===== src/rtl/write_addr_gen.sv =====
// rtl/write_addr_gen.sv - write-side block address generator for one cache input port
module write_addr_gen #(
  parameter int BLK_ADDR_WIDTH = 10,
  parameter int LEN_WIDTH      = 7
) (
  input  logic                      i_clk,
  input  logic                      i_rst,
  input  logic [LEN_WIDTH-1:0]      i_pkt_len,
  input  logic                      i_pkt_vld,
  output logic                      o_pkt_rdy,
  input  logic                      i_fifo_empty,
  input  logic [BLK_ADDR_WIDTH-1:0] i_free_addr,
  input  logic                      i_free_vld,
  output logic                      o_free_ren,
  output logic [BLK_ADDR_WIDTH-1:0] o_sram_addr,
  output logic                      o_sram_addr_vld,
  output logic [BLK_ADDR_WIDTH-1:0] o_link_addr,
  output logic [BLK_ADDR_WIDTH-1:0] o_link_next,
  output logic                      o_link_vld,
  output logic [BLK_ADDR_WIDTH-1:0] o_desc_head,
  output logic [BLK_ADDR_WIDTH-1:0] o_desc_tail,
  output logic [LEN_WIDTH-1:0]      o_desc_len,
  output logic                      o_desc_vld,
  input  logic                      i_desc_rdy,
  output logic                      o_err
);

  typedef enum logic [1:0] {
    S_IDLE  = 2'd0,
    S_WRITE = 2'd1,
    S_DESC  = 2'd2
  } state_t;

  state_t                      r_state;
  state_t                      w_state_nxt;

  logic [LEN_WIDTH-1:0]        r_len;
  logic [LEN_WIDTH-1:0]        r_cnt;
  logic [BLK_ADDR_WIDTH-1:0]   r_head;
  logic [BLK_ADDR_WIDTH-1:0]   r_prev;
  logic [BLK_ADDR_WIDTH-1:0]   r_tail;
  logic [BLK_ADDR_WIDTH-1:0]   r_link_addr;
  logic [BLK_ADDR_WIDTH-1:0]   r_link_next;
  logic                        r_link_vld;
  logic                        r_err;

  logic                        w_accept;
  logic                        w_len_zero;
  logic                        w_fire;
  logic                        w_last;
  logic                        w_first;
  logic                        w_desc_on;

  // Reset forces every output low in the same cycle, so all strobes are gated by i_rst.
  assign w_accept   = (r_state == S_IDLE) && i_pkt_vld && !i_rst;
  assign w_len_zero = (i_pkt_len == '0);
  assign w_fire     = (r_state == S_WRITE) && i_free_vld && !i_fifo_empty && !i_rst;
  assign w_first    = (r_cnt == '0);
  assign w_last     = w_fire && (r_cnt == (r_len - LEN_WIDTH'(1)));
  assign w_desc_on  = (r_state == S_DESC) && !i_rst;

  // State register.
  always_ff @(posedge i_clk) begin
    if (i_rst) begin
      r_state <= S_IDLE;
    end else begin
      r_state <= w_state_nxt;
    end
  end

  // Next-state: zero-length descriptors are dropped without leaving IDLE.
  always_comb begin
    w_state_nxt = r_state;
    case (r_state)
      S_IDLE: begin
        if (w_accept && !w_len_zero) begin
          w_state_nxt = S_WRITE;
        end
      end
      S_WRITE: begin
        if (w_last) begin
          w_state_nxt = S_DESC;
        end
      end
      S_DESC: begin
        if (i_desc_rdy) begin
          w_state_nxt = S_IDLE;
        end
      end
      default: begin
        w_state_nxt = S_IDLE;
      end
    endcase
  end

  // Packet bookkeeping: length, word counter and the head/previous/tail blocks.
  always_ff @(posedge i_clk) begin
    if (i_rst) begin
      r_len  <= '0;
      r_cnt  <= '0;
      r_head <= '0;
      r_prev <= '0;
      r_tail <= '0;
    end else begin
      if (w_accept && !w_len_zero) begin
        r_len <= i_pkt_len;
        r_cnt <= '0;
      end
      if (w_fire) begin
        r_cnt  <= r_cnt + LEN_WIDTH'(1);
        r_prev <= i_free_addr;
        if (w_first) begin
          r_head <= i_free_addr;
        end
        if (w_last) begin
          r_tail <= i_free_addr;
        end
      end
    end
  end

  // Link writes chain each non-first block to its predecessor; error pulse for dropped descriptors.
  always_ff @(posedge i_clk) begin
    if (i_rst) begin
      r_link_vld  <= 1'b0;
      r_link_addr <= '0;
      r_link_next <= '0;
      r_err       <= 1'b0;
    end else begin
      r_link_vld <= w_fire && !w_first;
      if (w_fire && !w_first) begin
        r_link_addr <= r_prev;
        r_link_next <= i_free_addr;
      end
      r_err <= w_accept && w_len_zero;
    end
  end

  assign o_pkt_rdy       = (r_state == S_IDLE) && !i_rst;
  assign o_free_ren      = w_fire;
  assign o_sram_addr_vld = w_fire;
  assign o_sram_addr     = w_fire ? i_free_addr : '0;

  assign o_link_vld      = r_link_vld && !i_rst;
  assign o_link_addr     = i_rst ? '0 : r_link_addr;
  assign o_link_next     = i_rst ? '0 : r_link_next;

  assign o_desc_vld      = w_desc_on;
  assign o_desc_head     = w_desc_on ? r_head : '0;
  assign o_desc_tail     = w_desc_on ? r_tail : '0;
  assign o_desc_len      = w_desc_on ? r_len  : '0;

  assign o_err           = r_err && !i_rst;

endmodule


===== config.mk =====
export PLATFORM = sky130hd
export DESIGN_NAME = write_addr_gen
export DESIGN_NICKNAME = d
export VERILOG_FILES = /design/src/rtl/write_addr_gen.sv
export SDC_FILE = /design/constraint.sdc
export NUM_CORES = 1
export LEC_CHECK = 0
export BUFFER_PORTS_ARGS = -buffer_cell sky130_fd_sc_hd__buf_2
export CORE_ASPECT_RATIO = 1.5
export CORE_UTILIZATION = 52
export CTS_BUF_LIST = sky130_fd_sc_hd__clkbuf_8 sky130_fd_sc_hd__clkbuf_16
export CTS_CLUSTER_DIAMETER = 100
export CTS_CLUSTER_SIZE = 8
export DETAILED_ROUTE_END_ITERATION = 8
export PLACE_DENSITY_LB_ADDON = 0.3
export SYNTH_ARGS = -nofsm -noshare
export SYNTH_HDL_FRONTEND = slang
export SYNTH_SLANG_ARGS = --single-unit

===== constraint.sdc =====
create_clock -name i_clk -period 2.79 [get_ports i_clk]
set_clock_uncertainty 0.1 [all_clocks]
set_input_delay 0.4185 -clock i_clk [delete_from_list [all_inputs] [get_ports i_clk]]
set_output_delay 0.4185 -clock i_clk [all_outputs]
set_load 0.1 [all_outputs]

==> results of run 1 <==
-- final timing paths --
kind,startpoint,end,slack [ps],cells past startpoint
worst max-delay path,r_state[0],o_sram_addr[0],90,6
worst min-delay path,i_pkt_len[5],r_len[5],220,3
worst max register to register,r_state[0],r_tail[6],250,6
worst min register to register,r_head[1],r_head[1],350,2
-- placed cells by master, fill, tap and decap left out, drive strengths merged, types with 5 or more instances in the layout --
cell and n:
buf 96, nand2 69, dfxtp 68, a21oi 50
and2 28, nor2b 22, clkinvlp 13, nand3 13
o31ai 13, nand4 11, clkbuf 11, o2bb2ai 10
nor2 7, inv 5, o21ai 5
-- layer usage --
| layer | vias up | wire, um | global-route usage, % |
|---|---|---|---|
| met2 | 132 | 4640 | 48.6 |
| met4 | 0 | 387 | 17.2 |
| met1 | 1444 | 3200 | 30.1 |
| met5 | - | 0 | 0 |
| li1 | 1497 | - | - |
| met3 | 24 | 378 | 3.74 |
-- cells in the mapped netlist, drive strengths merged, types with 4 or more instances --
master | count | area share [%]
nand2 | 69 | 8.0
dfxtp | 68 | 42
a21oi | 50 | 7.8
and2 | 28 | 5.4
nor2b | 22 | 4.3
clkbuf | 18 | 2.1
inv | 16 | 1.9
nand3 | 13 | 2.0
o31ai | 13 | 4.6
buf | 12 | 2.5
nand4 | 11 | 2.1
o2bb2ai | 10 | 2.7
nor2 | 7 | 0.82
o21ai | 5 | 0.78
nor3 | 4 | 0.62
xor2 | 4 | 1.1
-- stage by stage --
step	cell area, sq um	worst slack (ps)
floorplan	3280	-189
global placement	4330	200
detailed placement	4330	88.9
CTS	4550	3.26
global route	4550	42.2
finish	4550	94.0
-- final cells by class --
type / instances / area [sq um]
Clock buffer: 11 / 151
Clock inverter: 5 / 60.1
Fill cell: 394 / 1320
Inverter: 16 / 101
Multi-Input combinational cell: 277 / 1670
Sequential cell: 68 / 1360
Tap cell: 72 / 90.1
Timing Repair Buffer: 96 / 1110
Timing Repair inverter: 1 / 7.51
-- cells by family after synthesis --
family / count (synthesis) / share of synthesized area [%]
AOI/OAI and AO/OA: 90 / 19.3
xor gates and xnor gates: 7 / 1.90
buffers and inverters: 46 / 6.49
DFF: 68 / 42.3
adders and majority gates: 3 / 1.17
and+or+nand+nor: 177 / 28.9
-- flip-flops by register name, summed over array words and instances (netlist names) --
signal / cells
r_cnt: 7
r_prev: 10
r_state: 2
r_link_vld: 1
r_len: 7
r_err: 1
r_tail: 10
r_link_addr: 10
r_link_next: 10
r_head: 10
-- power breakdown --
| group | internal [W] | leakage [nW] | total, W | switching, W |
|---|---|---|---|---|
| registers | 0.000983 | 0.549 | 0.000997 | 0.0000135 |
| logic | 0.0000662 | 1.06 | 0.000217 | 0.000151 |
| clock network | 0.000463 | 0.106 | 0.000843 | 0.000380 |
| total | 0.00151 | 1.72 | 0.00206 | 0.000544 |
-- tightest hold or removal path, stage by stage --
cell	delay, ps
buf_2	100
nand2_1	50
a21oi_1	50
-- what timing repair did --
item | in CTS | in global routing
pin swaps | 0 | 0
gates cloned | 1 | 0
gates resized for setup | 2 | 2
endpoints found under the setup margin | 12 | 12
==> impl_results.md, run 1 <==
- Total Wirelength: approximately 8600 um
- Slowest CP cell: or3b_4
- GR Overflow Total: 0
- Crit path kind: flip-flop to output pin
- CP required: approximately 2300 ps
- Post-DR vias/cell: roughly 5.7
- EDFF count, synth: 0
- Cell mode on critical path: clkinvlp_4
- Die W: 66.2 um
- CTS tree: built
- Unrepaired setup endpoints after global routing: false
- Detail Placement HPWL: 6090 um
- PortBufs: 85
- Status: finished, final reports clean
- Total CTS buffers: 9
- Initial core utilization: a little over half
- Drt first pass iters: 5
- Via count: between 3000 and 4000
- Tcrit/Tclk final: ~97%
- CP Cell Sequence: or3b_1 -> or3b_4 -> clkinvlp_4 -> nand2_1 -> clkinvlp_4 -> buf_12
- CP arrival: between 2000 and 2500 ps
- Setup violations, final: 0
- RePlAce Congestion: around 0.83
- Syn-to-layout area delta: 41.5%
- GRT Total Usage: around 28%
- Hold-fix buffers at CTS: 0
- Die Ht: around 98 um
- Residual DRC count: 0
- H-tree depth: 3
- Mapped Area: between 0.003 and 0.004 sq mm
- Synth warnings: 0
- Vias in the first global route: roughly 2800
- Post-layout util: between 70% and 80%
- IO Count: between 80 and 90
- Worst-Margin Slew: approximately 780 ps
- PD cells: about 450 mW/mm^2
- Fin cells: between 500 and 600
- Seq cells post-synth: 68
- Synth Flop Type: dfxtp_1
- Fin crit period: approximately 2700 ps
- Slew Limit Headroom: about half
- CP Launch Type: flip-flop
- Row cnt: 34
- Reg clk slew, reported paths: ~70 ps
- Share of layout cells above drive strength 1: around 32%
- Post-synth net total: between 400 and 500
- Power Total: about 0.002 W
- Delay-heaviest family, CP: simple AND/OR/NAND/NOR gates
- Root buffer cell: clkbuf_8
- Final nets: between 400 and 500
- Critical path buffers and inverters: 3
- Post-CTS setup buffer count: 0
- Crit path max fanout: 7
- Worst setup EP type: output pin
- Longest Clk Path Bufs: 2
- Clock latency on the worst-skew pair: between 300 and 400 ps
- Achievable Freq: 371 MHz
- Setup TNS: 0 ps
- Synth Area per Inst: 8.23 sq um
- DIE AREA: around 0.0065 sq mm
- Core area: just under 0.006 sq mm
- Hold_ws: 224 ps
- Final max-slew violation count: 0
- Largest net degree at the start of global routing: between 80 and 90
- Final hold violations: 0
- Initial antenna violation count: 0
- Placed Cells incl. Taps: approximately 530
- Post-Synthesis Cells: 391
- Antenna-violating nets left: 0
- DRT iter0 DRCs: approximately 250
- Clk sinks: 68
- WL/cell: 15.8 um
- P_leak: ~1.7 nW
- Post-synth ARST share: 0%
- Wire length of the first global-routing pass: 13600 um
- HP Class: input pin to flip-flop
- ANT cells: 0
- Synth cell types: 43
- Worst path max stage delay: approximately 450 ps
- Post-synthesis sequential area ratio: 42.3%
- Max VDD drop: around 320 uV
- Max_cap viols: 0
No activity file was read; power rests on OpenSTA's default activity.
==> inputs of run 2 (changes only) <==
--- a/config.mk
+++ b/config.mk
@@ -5,6 +5,7 @@
 export SDC_FILE = /design/constraint.sdc
 export NUM_CORES = 1
 export LEC_CHECK = 0
+export ABC_AREA = 1
 export BUFFER_PORTS_ARGS = -buffer_cell sky130_fd_sc_hd__buf_2
 export CORE_ASPECT_RATIO = 1.5
 export CORE_UTILIZATION = 52
@@ -13,6 +14,7 @@
 export CTS_CLUSTER_SIZE = 8
 export DETAILED_ROUTE_END_ITERATION = 8
 export PLACE_DENSITY_LB_ADDON = 0.3
+export REMOVE_ABC_BUFFERS = 1
 export SYNTH_ARGS = -nofsm -noshare
 export SYNTH_HDL_FRONTEND = slang
 export SYNTH_SLANG_ARGS = --single-unit
==> impl_results.md, run 2 <==
- Status: finished, final reports clean
- Antenna-violating nets left: 0
- Total CTS buffers: 9
- Tcrit/Tclk final: around 89%
- Fillers: 418
- Largest net degree at the start of global routing: 42
- Max_cap viols: 0
- Worst setup EP type: output pin
- Via count: about 3300
- Seq cells post-synth: 68
- Most frequent cells in the layout: nor2_1 (102), inv_1 (87), nand2_1 (84)
- Sequential share of power: a little under half
- Die Ht: between 90 and 100 um
- Post-synth ARST share: 0%
- Reg clk slew, reported paths: ~70 ps
- Post-route setup slack: around 310 ps
- P_int: 0.00156 W
- Most frequent cell after synthesis: nor2_1
- Row cnt: 34
- GRT Total Usage: between 20 and 30%
- Mapped Area: around 0.0032 sq mm
- Post-DR vias/cell: ~5.1
- HP Class: input pin to flip-flop
- Max VDD drop: 363 uV
- Vias in the first global route: 3164
- Setup violations, final: 0
- Final hold violations: 0
- Area occupied by multi-input gates: 0.00137 sq mm
- DRT iter0 DRCs: roughly 180
- EDFF count, synth: 0
- Syn-to-layout area delta: 38.4%
- Fin crit period: about 2500 ps
- Unrepaired setup endpoints after global routing: false
- Crit path kind: flip-flop to output pin
- Crit path max fanout: 25
- Initial core utilization: 54.5%
- Commonest non-fill, non-tap cell in the layout: nor2_1
- CTS tree: built
- Top cell type's share of synthesized area: between 40% and 50%
- Post-Synthesis Cells: between 400 and 500
- Longest Clk Path Bufs: 2
- Simple-gate share of the synthesized area: between 20% and 30%
- Post-synthesis sequential area ratio: around 43%
- Net Switching: 0.000569 W
- CP arrival: roughly 2000 ps
- Share of layout cells above drive strength 1: approximately a fifth
- Largest family of logic cells by synthesized area: simple AND/OR/NAND/NOR gates
- DP Worst Slack: ~500 ps
- Achievable Freq: between 400 and 500 MHz
- Post-CTS setup buffer count: 0
- Largest area contributor in the netlist: dfxtp_1
- Drt first pass iters: 4
- GR Overflow Total: 0
- Adder-Cell Fraction of Synth Area: 1.17%
- PostCTS Resize Cnt: 0
- Worst-Margin Slew: ~1100 ps
- Post-layout util: 75.5%
- Mux cell area share after synthesis: 0%
- WL/cell: about 13 um
- Core area: roughly 0.0059 sq mm
- Root buffer cell: clkbuf_8
- H-tree depth: 3
- Residual DRC count: 0
- Post-synthesis compound-gate area fraction: between 10 and 15%
- Synth Flop Type: dfxtp_1
- Ranking of synthesized cells by area: dfxtp_1 (43%), nor2_1 (12%), inv_1 (10%)
- Final max-slew violation count: 0
- Wire length of the first global-routing pass: roughly 14000 um
- Total Wirelength: around 8500 um
- Synth Area per Inst: 6.51 sq um
- PortBufs: 85
- Flip-flop and latch area: approximately 0.0014 sq mm
- Hold-fix buffers at CTS: 0
- Most frequent cells after synthesis: nor2_1 (102), inv_1 (87), nand2_1 (84), dfxtp_1 (68), a21oi_1 (46)
- IO Count: 86
- Final nets: 595
- RePlAce Congestion: around 0.85
- Clk sinks: slightly below 70
- Synth cell types: 27
- Comb pwr share: between 10% and 20%
- DIE AREA: approximately 0.0065 sq mm
- PD cells: 481 mW/mm^2
- Detail Placement HPWL: about 6000 um
- CP required: roughly 2300 ps
- ANT cells: 0
- P_leak: between 1.5 and 2 nW
- Synth warnings: 0
- Die W: 66.1 um
- Slew Limit Headroom: between 20% and 30%
- Switching Share: 26.7%
- Initial antenna violation count: 0
- Clock power share: 42.6%
- XOR/XNOR Fraction of Synth Area: less than 1%
- Clock latency on the worst-skew pair: 350 ps
- CP Launch Type: flip-flop
[run 2: cell types whose count changed after synthesis, sizes merged, moves of 17 or more]
cell / before / now
and2: 28 / 2
inv: 16 / 89
nand2: 69 / 86
nor2: 7 / 104
nor2b: 22 / 0
o21ai: 5 / 40
[run 2: cell families (layout without fill, tap and decap cells)]
| logic type | count (synthesis) | count (layout) |
|---|---|---|
| xor+xnor | 1 | 1 |
| simple gates | 218 | 218 |
| flops | 68 | 68 |
| compound gates | 88 | 88 |
| buf+inv | 114 | 196 |
| fa+ha+maj | 3 | 3 |
[run 2: layer usage]
metal,wire length [um],GRT usage (%),up-vias
met5,0,0,-
met3,404,7.48,32
met2,4410,48.1,106
met4,334,13.9,0
li1,-,-,1646
met1,3310,31.5,1511
[run 2: layout make-up]
type                    instances  area share (%)
clock inverters                 7            2.23
repair buffers                 90            23.7
multi-input cells             310            30.9
clock buffers                   9            2.80
well taps                      72            2.03
inverters                      90            7.62
flip-flops and latches         68            30.7
[run 2: critical path: stages (launching register included)]
cell	delay, ps
dfxtp_1	380
inv_1	80
nor2_2	90
nand3_2	400
nor2_1	440
buf_12	220
[run 2: final timing paths]
kind                                     start        endpoint  slack (ps)  cells after the start
worst max-delay path                r_state[0]  o_sram_addr[1]         310                      5
worst max register to register      r_state[0]  r_link_addr[2]         610                      8
worst min register to register  r_link_addr[7]  r_link_addr[7]         360                      2
worst min-delay path            i_free_addr[4]       r_tail[4]         240                      3
[run 2: stage by stage]
stage	instances	setup TNS (ps)	hold slack (ps)	instance area [sq um]	power, W
4_1_cts	646	0	227	4430	0.00213
3_5_place_dp	630	0	349	4210	0.00124
2_1_floorplan	468	-101990	332	3070	0.00116
3_3_place_gp	630	0	340	4210	0.00123
5_1_grt	646	0	251	4430	0.00220
6_report	646	0	238	4430	0.00213
[run 2: power groups by stage]
stage / Combinational [W] / Clock (W) / Sequential, W
2_1_floorplan: 0.000141 / 0 / 0.00102
3_3_place_gp: 0.000212 / 0 / 0.00102
3_5_place_dp: 0.000217 / 0 / 0.00102
4_1_cts: 0.000220 / 0.000915 / 0.00100
5_1_grt: 0.000246 / 0.000955 / 0.00100
6_report: 0.000222 / 0.000909 / 0.00100
==> inputs of run 3 (changes only) <==
--- a/config.mk
+++ b/config.mk
@@ -5,7 +5,6 @@
 export SDC_FILE = /design/constraint.sdc
 export NUM_CORES = 1
 export LEC_CHECK = 0
-export ABC_AREA = 1
 export BUFFER_PORTS_ARGS = -buffer_cell sky130_fd_sc_hd__buf_2
 export CORE_ASPECT_RATIO = 1.5
 export CORE_UTILIZATION = 52
==> impl_results.md, run 3 (same netlist as run 1, synthesis figures left out) <==
- Max_cap viols: 0
- Comb pwr share: 10.6%
- PD cells: 471 mW/mm^2
- Die Ht: slightly below 100 um
- GR Overflow Total: 0
- Share of layout cells above drive strength 1: 28.5%
- Initial core utilization: a little over half
- Max VDD drop: 392 uV
- CP required: 2270 ps
- Unrepaired setup endpoints after global routing: false
- Commonest non-fill, non-tap cell in the layout: nand2_1
- Worst-Margin Slew: approximately 580 ps
- Clock power share: between 40% and 50%
- Wire length of the first global-routing pass: 14300 um
- Drt first pass iters: 4
- Tcrit/Tclk final: 94.7%
- Met2 Resource Use GR: between 50% and 60%
- Total Wirelength: 8790 um
- Crit path kind: flip-flop to output pin
- CP Launch Type: flip-flop
- Fin cells: between 500 and 600
- Final max-slew violation count: 0
- Setup violations, final: 0
- Hold-fix buffers at CTS: 0
- Sequential share of power: 47.3%
- Clock latency on the worst-skew pair: 340 ps
- Fin crit period: 2640 ps
- Status: finished, final reports clean
- Post-CTS setup buffer count: 0
- P_leak: between 1.5 and 2 nW
- Reg clk slew, reported paths: 80 ps
- Most frequent cells in the layout: nand2_1 (69), dfxtp_1 (68), buf_2 (51)
- Syn-to-layout area delta: 38.7%
- Initial antenna violation count: 0
- Power Total: 0.00210 W
- GRT Total Usage: between 20% and 30%
- Worst setup EP type: output pin
- Residual DRC count: 0
- Vias in the first global route: a little over 3000
- Achievable Freq: roughly 380 MHz
- HP Class: input pin to flip-flop
- P_int: around 0.0016 W
- Die W: between 60 and 70 um
- Post-route setup slack: 149 ps
- Most Used Layer, Global Route: met2
- Post-DR vias/cell: 5.68
- Total CTS buffers: 9
- Root buffer cell: clkbuf_8
- Final nets: 501
- PostCTS Resize Cnt: 0
- Core area: 0.00587 sq mm
- Final hold violations: 0
- Placed Cells incl. Taps: between 500 and 600
- RePlAce Congestion: between 0.8 and 0.9
- CP arrival: 2120 ps
- ANT cells: 0
- Grt met1 use: between 20% and 30%
- DP Worst Slack: between 200 and 250 ps
- DIE AREA: 0.00652 sq mm
- Detail Placement HPWL: ~6200 um
- CTS tree: built
- Slew Limit Headroom: between 60% and 70%
- Via count: 3138
- Longest Clk Path Bufs: 2
- Antenna-violating nets left: 0
- PortBufs: 85
- H-tree depth: 3
- IO Count: between 80 and 90
- DRT iter0 DRCs: between 200 and 300
- Largest net degree at the start of global routing: 42
- Clk sinks: a little under 70
- Met3 usage: roughly 6.4%
- Crit path max fanout: 10
- Row cnt: 34
- Net Switching: between 0.0005 and 0.0006 W
- WL/cell: between 15 and 20 um
- Switching Share: between 20% and 30%
[run 3: routing by layer]
metal | routed length, um | part of all wire (%) | up-vias
li1 | - | - | 1508
met1 | 3260 | 37 | 1499
met2 | 4920 | 56 | 113
met3 | 395 | 4.5 | 18
met4 | 218 | 2.5 | 0
met5 | 0 | 0 | -
[run 3: path summary, 6_finish.rpt]
check             startpoint        endpoint  slack (ps)  cells after the start
setup / recovery  r_state[1]  o_sram_addr[5]         150                      7
hold / removal     i_pkt_vld           r_err         210                      3
setup reg to reg    r_len[2]       r_tail[9]         360                      6
hold reg to reg    r_head[1]       r_head[1]         360                      2
[run 3: final cells by class]
class | count | area (sq um)
multi-input combinational | 277 | 1650
fill | 422 | 1410
sequential | 68 | 1360
timing repair buffer | 103 | 1080
clock buffer | 9 | 124
clock inverter | 7 | 92.6
tap | 72 | 90.1
inverter | 16 | 60.1
[run 3: power groups by stage]
stage	clock network (W)	logic (W)	registers [W]
6_report	0.000885	0.000223	0.000994
4_1_cts	0.000895	0.000222	0.000994
2_1_floorplan	0	0.000123	0.00101
3_5_place_dp	0	0.000220	0.00102
5_1_grt	0.000940	0.000241	0.000995
3_3_place_gp	0	0.000215	0.00102
[run 3: through the flow]
| step | TNS, ps | util (%) | instance area, sq um | hold WS (ps) |
|---|---|---|---|---|
| after global routing | 0 | 76.1 | 4470 | 214 |
| after CTS | 0 | 76.1 | 4470 | 202 |
| after detailed placement | 0 | 72.4 | 4250 | 344 |
| after global placement | 0 | 72.4 | 4250 | 337 |
| final | 0 | 76.1 | 4470 | 213 |
| after floorplan | -141850 | - | 3070 | 326 |
[run 3: worst max-delay path, cell delays in order, from the launching register on]
cell and delay (ps):
dfxtp_1 310, or3b_1 390, or3b_1 410, inv_2 130, buf_12 140, nand2_1 100, inv_1 110, buf_12 180
